===== src/rtl/change_pkg.sv =====
// change_pkg: shared types and constants for the change dispenser.
// Latency: n/a (package only).
// Backpressure: n/a (package only).
package change_pkg;

  // Payout FSM states
  typedef enum logic [2:0] {
    IDLE,
    SELECT,
    PULSE,
    GAP,
    DONE
  } state_t;

  // Denomination values in dollars
  localparam int COIN5 = 5;
  localparam int COIN2 = 2;
  localparam int COIN1 = 1;

  // Tube indices; these match the bit positions of tube_empty {5,2,1}
  localparam logic [1:0] IDX1 = 2'd0;
  localparam logic [1:0] IDX2 = 2'd1;
  localparam logic [1:0] IDX5 = 2'd2;
  localparam int         NUM_TUBES = 3;

  // Tube stock counter width (max 15 coins per tube)
  localparam int TUBE_W = 4;

  // Dollar value of the coin held in a given tube
  function automatic logic [2:0] coin_val(input logic [1:0] idx);
    case (idx)
      IDX5:    return 3'(COIN5);
      IDX2:    return 3'(COIN2);
      default: return 3'(COIN1);
    endcase
  endfunction

endpackage


===== src/rtl/coin_pulse_timer.sv =====
// coin_pulse_timer: down-counter timing the solenoid high phase and the low gap after it.
// Latency: last_pulse asserts PULSE_CYCLES-1 cycles after load_pulse; gap_done GAP_CYCLES-1 after load_gap.
// Backpressure: none; the FSM owns sequencing, the timer only counts.
// Ports: clk, rst (sync, active-high); load_pulse/load_gap reload the counter;
//        in_pulse/in_gap qualify the flags; last_pulse/gap_done report phase end.
module coin_pulse_timer #(
  parameter int PULSE_CYCLES = 4,
  parameter int GAP_CYCLES   = 4
) (
  input  logic clk,
  input  logic rst,
  input  logic load_pulse,
  input  logic load_gap,
  input  logic in_pulse,
  input  logic in_gap,
  output logic last_pulse,
  output logic gap_done
);

  localparam int MAXC  = (PULSE_CYCLES > GAP_CYCLES) ? PULSE_CYCLES : GAP_CYCLES;
  localparam int CNT_W = (MAXC > 1) ? $clog2(MAXC) : 1;

  logic [CNT_W-1:0] cnt;

  // The counter holds "cycles left after this one", so zero marks the final cycle of a phase.
  always_ff @(posedge clk) begin
    if (rst) begin
      cnt <= '0;
    end else if (load_pulse) begin
      cnt <= CNT_W'(PULSE_CYCLES - 1);
    end else if (load_gap) begin
      cnt <= CNT_W'(GAP_CYCLES - 1);
    end else if (cnt != '0) begin
      cnt <= cnt - 1'b1;
    end
  end

  assign last_pulse = in_pulse && (cnt == '0);
  assign gap_done   = in_gap   && (cnt == '0);

endmodule


===== src/rtl/change_dispenser.sv =====
// change_dispenser: greedy $5/$2/$1 payout of a change amount through coin-hopper solenoids.
// Latency: first solenoid high two cycles after start is sampled; each coin takes PULSE+GAP+1 cycles.
// Backpressure: start/refill are ignored while busy (not queued); refill beats start in IDLE.
// Ports: clk, rst (sync, active-high); start/amount request a payout; refill reloads tubes;
//        busy/done/short/remaining report progress; payout_coin5/2/1 drive solenoids;
//        tube_empty {5,2,1} flags empty tubes. Define CHANGE_AUDIT_EN to add audit_total[15:0].
module change_dispenser
  import change_pkg::*;
#(
  parameter int AMT_W        = 8,
  parameter int PULSE_CYCLES = 4,
  parameter int GAP_CYCLES   = 4,
  parameter int TUBE_INIT    = 10
) (
  input  logic             clk,
  input  logic             rst,
  input  logic             start,
  input  logic [AMT_W-1:0] amount,
  input  logic             refill,
  output logic             busy,
  output logic             done,
  output logic             short,
  output logic [AMT_W-1:0] remaining,
  output logic             payout_coin5,
  output logic             payout_coin2,
  output logic             payout_coin1,
  output logic [2:0]       tube_empty
`ifdef CHANGE_AUDIT_EN
  ,
  output logic [15:0]      audit_total
`endif
);

  state_t              state, state_nxt;
  logic [AMT_W-1:0]    remaining_q;
  logic                short_q;
  logic [1:0]          sel_idx;
  logic [TUBE_W-1:0]   tube_q [NUM_TUBES];

  logic                pick_vld;
  logic [1:0]          pick_idx;
  logic                last_pulse;
  logic                gap_done;
  logic [AMT_W-1:0]    sel_amt;

  assign sel_amt = AMT_W'(coin_val(sel_idx));

  // Greedy pick: largest coin that fits the balance and is still in stock.
  // A zero balance never qualifies, so !pick_vld covers both completion and shortfall.
  always_comb begin
    pick_vld = 1'b0;
    pick_idx = IDX1;
    if ((remaining_q >= AMT_W'(COIN5)) && (tube_q[IDX5] != '0)) begin
      pick_vld = 1'b1;
      pick_idx = IDX5;
    end else if ((remaining_q >= AMT_W'(COIN2)) && (tube_q[IDX2] != '0)) begin
      pick_vld = 1'b1;
      pick_idx = IDX2;
    end else if ((remaining_q >= AMT_W'(COIN1)) && (tube_q[IDX1] != '0)) begin
      pick_vld = 1'b1;
      pick_idx = IDX1;
    end
  end

  always_comb begin
    state_nxt = state;
    case (state)
      IDLE:    if (start && !refill) state_nxt = SELECT;
      SELECT:  state_nxt = pick_vld ? PULSE : DONE;
      PULSE:   if (last_pulse) state_nxt = GAP;
      GAP:     if (gap_done) state_nxt = SELECT;
      DONE:    state_nxt = IDLE;
      default: state_nxt = IDLE;
    endcase
  end

  always_ff @(posedge clk) begin
    if (rst) begin
      state       <= IDLE;
      remaining_q <= '0;
      short_q     <= 1'b0;
      sel_idx     <= IDX1;
      for (int i = 0; i < NUM_TUBES; i++) tube_q[i] <= TUBE_W'(TUBE_INIT);
    end else begin
      state <= state_nxt;
      case (state)
        IDLE: begin
          if (refill) begin
            for (int i = 0; i < NUM_TUBES; i++) tube_q[i] <= TUBE_W'(TUBE_INIT);
          end else if (start) begin
            remaining_q <= amount;
            short_q     <= 1'b0;
          end
        end
        SELECT: begin
          if (pick_vld) sel_idx <= pick_idx;
          else          short_q <= (remaining_q != '0);
        end
        PULSE: begin
          // A coin is only counted once its full pulse has been driven.
          if (last_pulse) begin
            remaining_q     <= remaining_q - sel_amt;
            tube_q[sel_idx] <= tube_q[sel_idx] - 1'b1;
          end
        end
        default: ;
      endcase
    end
  end

  coin_pulse_timer #(
    .PULSE_CYCLES (PULSE_CYCLES),
    .GAP_CYCLES   (GAP_CYCLES)
  ) u_timer (
    .clk        (clk),
    .rst        (rst),
    .load_pulse (state == SELECT && pick_vld),
    .load_gap   (last_pulse),
    .in_pulse   (state == PULSE),
    .in_gap     (state == GAP),
    .last_pulse (last_pulse),
    .gap_done   (gap_done)
  );

`ifdef CHANGE_AUDIT_EN
  logic [16:0] audit_sum;
  assign audit_sum = {1'b0, audit_total} + 17'(coin_val(sel_idx));

  always_ff @(posedge clk) begin
    if (rst) begin
      audit_total <= '0;
    end else if (state == PULSE && last_pulse) begin
      audit_total <= audit_sum[16] ? 16'hFFFF : audit_sum[15:0];
    end
  end
`endif

  // Solenoids decode from registered state so reset drops them on the same edge.
  assign busy         = (state == SELECT) || (state == PULSE) || (state == GAP);
  assign done         = (state == DONE);
  assign short        = short_q;
  assign remaining    = remaining_q;
  assign payout_coin5 = (state == PULSE) && (sel_idx == IDX5);
  assign payout_coin2 = (state == PULSE) && (sel_idx == IDX2);
  assign payout_coin1 = (state == PULSE) && (sel_idx == IDX1);
  assign tube_empty   = {tube_q[IDX5] == '0, tube_q[IDX2] == '0, tube_q[IDX1] == '0};

endmodule


===== config.mk =====
export PLATFORM = sky130hd
export DESIGN_NAME = change_dispenser
export DESIGN_NICKNAME = d
export VERILOG_FILES = /design/src/rtl/change_pkg.sv /design/src/rtl/coin_pulse_timer.sv /design/src/rtl/change_dispenser.sv
export SDC_FILE = /design/constraint.sdc
export NUM_CORES = 1
export LEC_CHECK = 0
export CAP_MARGIN = 25
export CORE_MARGIN = 3
export CORE_UTILIZATION = 45
export CTS_BUF_LIST = sky130_fd_sc_hd__clkbuf_4 sky130_fd_sc_hd__clkbuf_8 sky130_fd_sc_hd__clkbuf_16
export CTS_CLUSTER_DIAMETER = 60
export DETAILED_ROUTE_END_ITERATION = 8
export PLACE_DENSITY_LB_ADDON = 0.12
export SYNTH_ARGS = -nofsm -noshare
export SYNTH_HDL_FRONTEND = slang
export SYNTH_SLANG_ARGS = --single-unit

===== constraint.sdc =====
create_clock -name clk -period 2.15 [get_ports clk]
set_input_delay 0.43 -clock clk [delete_from_list [all_inputs] [get_ports clk]]
set_output_delay 0.43 -clock clk [all_outputs]
set_load 0.05 [all_outputs]

==> flow_summary.ini, run 1 <==
[run_status]
status = completed

[placed_design]
dp_slack_ns = -0.0396
gp_congestion = 0.889
placed_cell_area_sq_mm = 0.00243
dp_hpwl_um = 3610
io_buffers = 28

[timing]
max_slew.worst_pin.slew_ns = 0.502
fin_ws_ns = 0.0949
period_needed_ns = 2.06
slew_headroom = 0.665
skew_ns = 0.00707
clock.fmax_ghz = 0.487
tns_ns = 0
final-setup-viol-count = 0
fin_crit_sh = 0.956
drv_slew = 0
rsz0062_at_grt = false
final_hold_viol_count = 0

[power]
seqPwrFrac = 0.431
switching_share = 0.299
p_leak_nw = 0.907
internal_power_w = 0.00124
p_per_area_mw_per_mm2 = 697
switchingPower_w = 0.000527
pwr-share-comb = 0.248
peakVddDrop_v = 0.000374
clockPowerShare = 0.322
power_w = 0.00176

[worst_setup_path]
cp-start-kind = register
reg2reg_slack_ns = 0.14
cp_cell_sequence = clkdlybuf4s50_1
crit_arrival_ns = 1.63
critPathMaxFanout = 8
r2r-end = remaining[6]
crit_buf_inv = 1
cp-end-kind = output pin
r2r_cells = 9
max_stage_delay_ns = 0.86
r2r-start = sel_idx[1]
cp_top_family = buffers and inverters
crit_required_ns = 1.72
slowest_stage = clkdlybuf4s50_1
cp-startpoint = remaining[2]
path_class = reg -> out

[yosys]
synth_top_area_share = 0.248
synth_edf_count = 16
synthDistinctLibCells = 50
async_flop_share = 0
ys_top_cells_by_count = 27 x nand2_1, 25 x nor2_1, 18 x dfxtp_1, 16 x edfxtp_1, 13 x a21oi_1
syn_area_per_cell_sq_um = 9.65
synth_seq_area_share = 0.433
ys_seq_elements = 34
yosysWarnings = 0
synth_area_sq_mm = 0.00194
synth_top_flop_cell = dfxtp_1
syn_nets = 219
synthTopCellsByArea = edfxtp_1 25%, dfxtp_1 19%, nand2_1 5.2%
synthCells = 201
yosysMostFrequentCell = nand2_1
yosys.area.top_type = edfxtp_1

[finish]
register_area_sq_um = 841
area_delta_synth_final_pct = 30.4
multiInputGateArea_sq_mm = 0.00103
drive_gt1_frac = 0.181
nets = 261
fin_util = 0.619
stdcell_area_sq_mm = 0.00253
fillers = 354
antennaDiodeCount = 0

[drt]
antenna_left = 0
vias_per_cell = 5.67
dr.first_iter.drc_count = 76
dr_total_vias = 1661
routedWlPerCell_um = 15.6
dr.pass1.iters = 4
routed_wl_um = 4580
drc_errors = 0

[floorplan]
core.rowCount = 23
core_area_sq_mm = 0.00409
die_y_um = 71.7
die_area_sq_mm = 0.00514
die_w_um = 71.7
ios = 29
initial_utilization = 0.475

[hold_path]
hold_path_end = remaining[7]
hold_depth = 2
hold_path.class = reg -> reg
min_from = remaining[7]

[global_route]
grt_pass1_vias = 1639
antenna_found_initial = 0
grt_first_pass_wirelength_um = 7940
grt_max_degree = 16
grt_use_total = 0.198
grt_overflow = 0

[clocking]
cts_setup_buffers = 0
cts-buffers-inserted = 5
clk_path_buf_depth = 2
cts_max_level = 2
holdBufCountCts = 0
cts_root_buf = clkbuf_8
clkTransAtPathRegs_ns = 0.07
clock_latency_ns = 0.29
tritoncts = built
clock-sinks = 34
postCtsResizedCells = 0

[run]
drv_cap = 0
-- cell families after synthesis --
kind of cell	Yosys count	synth area share
simple gates	85	0.234
flops	34	0.433
xor+xnor	3	0.0135
fa+ha+maj	6	0.0426
mux	5	0.0561
buf+inv	19	0.0464
compound gates	49	0.174
-- metal layers --
layer	track usage	wire length, um	vias to the layer above
met3	0.0519	265	4
met2	0.296	2070	52
met1	0.280	2190	785
met5	0	0	-
met4	0.0668	49	0
li1	-	-	820
-- sequential cells by signal, indices dropped and copies added (netlist names), named ones only --
register,flops
tube_q,16
state,3
u_timer.cnt,2
remaining,8
sel_idx,2
short,1
-- layout by cell type (no fill, tap or decap), drive strengths merged, types with 2 or more instances in the layout --
cell type,instances
ha,5
mux4,4
xnor2,3
nor3,7
a21oi,13
nand3,3
a31oi,6
or3b,2
inv,12
nand2b,6
clkbuf,5
nor2b,2
nor3b,3
clkdlybuf4s50,19
or3,2
a211o,2
nand2,27
a211oi,4
dfxtp,18
nor2,25
o21ai,10
nor4,3
edfxtp,16
o41ai,3
o21a,2
buf,23
nand3b,2
-- power by group through the flow --
stage	Sequential (W)	Clock, W	Combinational (W)
floorplan	0.000808	0	0.000267
global placement	0.000771	0	0.000424
detailed placement	0.000774	0	0.000437
CTS	0.000760	0.000571	0.000439
global route	0.000767	0.000604	0.000482
finish	0.000759	0.000567	0.000437
-- per-stage QoR --
| step | cells | hold slack [ns] |
|---|---|---|
| 2_1_floorplan | 201 | 0.527 |
| 3_3_place_gp | 286 | 0.480 |
| 3_5_place_dp | 286 | 0.497 |
| 4_1_cts | 293 | 0.509 |
| 5_1_grt | 293 | 0.534 |
| 6_report | 293 | 0.510 |
-- worst register-to-register path: cells and delay by family (launching register included) --
| family | cells | cell delay, ns |
|---|---|---|
| buf+inv | 1 | 0.06 |
| fa+ha+maj | 2 | 0.59 |
| flops | 1 | 0.34 |
| compound gates | 3 | 0.50 |
| simple gates | 3 | 0.41 |
-- final cells by class --
class                   instances  area share
flip-flops and latches         34       0.332
clock inverters                 2      0.0133
clock buffers                   5      0.0272
repair buffers                 42       0.178
well taps                      50      0.0247
multi-input cells             148       0.407
inverters                      12      0.0178
-- how the worst max path moves through the flow --
stage	to	slack, ns	depth (start not counted)
after floorplan	payout_coin2	-0.05	5
final	remaining[2]	0.09	1
after CTS	remaining[2]	0.09	1
after detailed placement	remaining[0]	-0.04	5
after global routing	remaining[6]	0.001	9
after global placement	remaining[0]	0.01	5
(Power assumes the default switching activity.)
==> run 2: changes to the inputs <==
--- a/config.mk
+++ b/config.mk
@@ -7,11 +7,12 @@
 export LEC_CHECK = 0
 export CAP_MARGIN = 25
 export CORE_MARGIN = 3
-export CORE_UTILIZATION = 45
+export CORE_UTILIZATION = 30
 export CTS_BUF_LIST = sky130_fd_sc_hd__clkbuf_4 sky130_fd_sc_hd__clkbuf_8 sky130_fd_sc_hd__clkbuf_16
 export CTS_CLUSTER_DIAMETER = 60
 export DETAILED_ROUTE_END_ITERATION = 8
 export PLACE_DENSITY_LB_ADDON = 0.12
+export RECOVER_POWER = 100
 export SYNTH_ARGS = -nofsm -noshare
 export SYNTH_HDL_FRONTEND = slang
 export SYNTH_SLANG_ARGS = --single-unit
==> flow_summary.ini, run 2 (synthesized netlist as in run 1, its figures left out) <==
[clocking]
cts_max_level = 2
cts-buffers-inserted = 5
clock-sinks = 34
cts_root_buf = clkbuf_8
cts_setup_buffers = 0
tritoncts = built
clk_path_buf_depth = 2
clock_latency_ns = 0.29
clkTransAtPathRegs_ns = 0.07

[drt]
antenna_left = 0
dr.pass1.iters = 4
routedWlPerCell_um = 14.8
routed_wl_um = 4780
dr_total_vias = 1627
drc_errors = 0
vias_per_cell = 5.04
dr.first_iter.drc_count = 73

[placed_design]
gp_congestion = 0.798
placed_cell_area_sq_mm = 0.00250
dp_slack_ns = -0.0121
io_buffers = 28
dp_hpwl_um = 3740

[power]
peakVddDrop_v = 0.000293
p_leak_nw = 0.913
p_per_area_mw_per_mm2 = 708
power_w = 0.00179

[finish]
largest_reg_flops = 16
stdcell_area_sq_mm = 0.00253
largest-register = tube_q
antennaDiodeCount = 0
area_delta_synth_final_pct = 30.3
fin_util = 0.415
nets = 265
final_common_cell = nand2_1
drive_gt1_frac = 0.177
layout_common_cells = 27 x nand2_1, 25 x nor2_1, 18 x dfxtp_1

[global_route]
grt_use_total = 0.144
grt_overflow = 0
antenna_found_initial = 0
grt_pass1_vias = 1614
grt_max_degree = 16
grt_first_pass_wirelength_um = 8310

[floorplan]
die_y_um = 86.4
initial_utilization = 0.318
die_w_um = 86.4
core.rowCount = 28
ios = 29
die_area_sq_mm = 0.00747
core_area_sq_mm = 0.00610

[run_status]
status = completed

[hold_path]
hold_path.class = reg -> reg

[timing]
skew_ns = 0.00325
max_slew.worst_pin.slew_ns = 0.585
rsz0062_at_grt = false
final-setup-viol-count = 0
drv_slew = 0
period_needed_ns = 2.05
final_hold_viol_count = 0
fin_ws_ns = 0.100
fin_crit_sh = 0.954
clock.fmax_ghz = 0.488
slew_headroom = 0.612

[worst_setup_path]
path_class = reg -> out
cp_cell_sequence = clkdlybuf4s50_1
cp-start-kind = register
crit_arrival_ns = 1.62
crit_buf_inv = 1
critPathMaxFanout = 8
max_stage_delay_ns = 0.86
cp_top_family = buffers and inverters
slowest_stage = clkdlybuf4s50_1
cp-end-kind = output pin
crit_required_ns = 1.72

[run]
drv_cap = 0
run 2: cell count changes in the layout (fill, tap and decap cells not counted), sizes merged:
cell,change
clkbuf,+6
clkdlybuf4s50,-6
dlygate4sd3,+6
buf,-2
clkinvlp,+2
clkinv,-1
run 2: layout make-up:
type	count	area [sq um]
fillers	640	3570
multi-input cells	148	1000
flip-flops and latches	34	841
repair buffers	46	434
well taps	75	93.8
clock buffers	5	68.8
clock inverters	3	45.0
inverters	12	45.0
run 2: path summary, 6_finish.rpt:
kind | depth (start not counted) | end | from | slack (ns)
max | 1 | remaining[3] | remaining[3] | 0.1
min | 2 | remaining[7] | remaining[7] | 0.50
max reg2reg | 3 | tube_q[3][0] | state[2] | 0.18
min reg2reg | 2 | remaining[7] | remaining[7] | 0.50
run 2: repair_timing:
item / in CTS / in global routing
hold buffers: 0 / 0
gates resized for setup: 0 / 2
endpoints found under the setup margin: 0 / 3
run 2: layer usage:
layer | wire length [um] | global-route usage | vias up
met4 | 65 | 0.0467 | 0
met5 | 0 | 0 | -
met3 | 282 | 0.0371 | 6
met1 | 2540 | 0.218 | 755
li1 | - | - | 821
met2 | 1890 | 0.197 | 45
run 2: through the flow:
stage / hold slack [ns] / TNS [ns] / instances
after global placement: 0.489 / -0.00446 / 315
after floorplan: 0.527 / -0.154 / 201
after CTS: 0.510 / 0 / 323
after detailed placement: 0.497 / -0.0121 / 315
final: 0.498 / 0 / 323
after global routing: 0.533 / 0 / 323
run 2: power breakdown:
group / internal [W] / switching [W]
clock: 0.000345 / 0.000250
combinational: 0.000178 / 0.000260
sequential: 0.000721 / 0.0000368
total: 0.00124 / 0.000547
run 2: tightest hold or removal path, stage by stage, from the launching register on:
cell and delay [ns]:
dfxtp_1 0.33, o21ai_0 0.07, a21oi_1 0.06
==> run 3: changes to the inputs <==
--- a/config.mk
+++ b/config.mk
@@ -11,6 +11,7 @@
 export CTS_BUF_LIST = sky130_fd_sc_hd__clkbuf_4 sky130_fd_sc_hd__clkbuf_8 sky130_fd_sc_hd__clkbuf_16
 export CTS_CLUSTER_DIAMETER = 60
 export DETAILED_ROUTE_END_ITERATION = 8
+export HOLD_SLACK_MARGIN = 0.02
 export PLACE_DENSITY_LB_ADDON = 0.12
 export RECOVER_POWER = 100
 export SYNTH_ARGS = -nofsm -noshare
==> results of run 3 <==
Same layout as run 2: the final DEF is identical, and so are final timing and power.
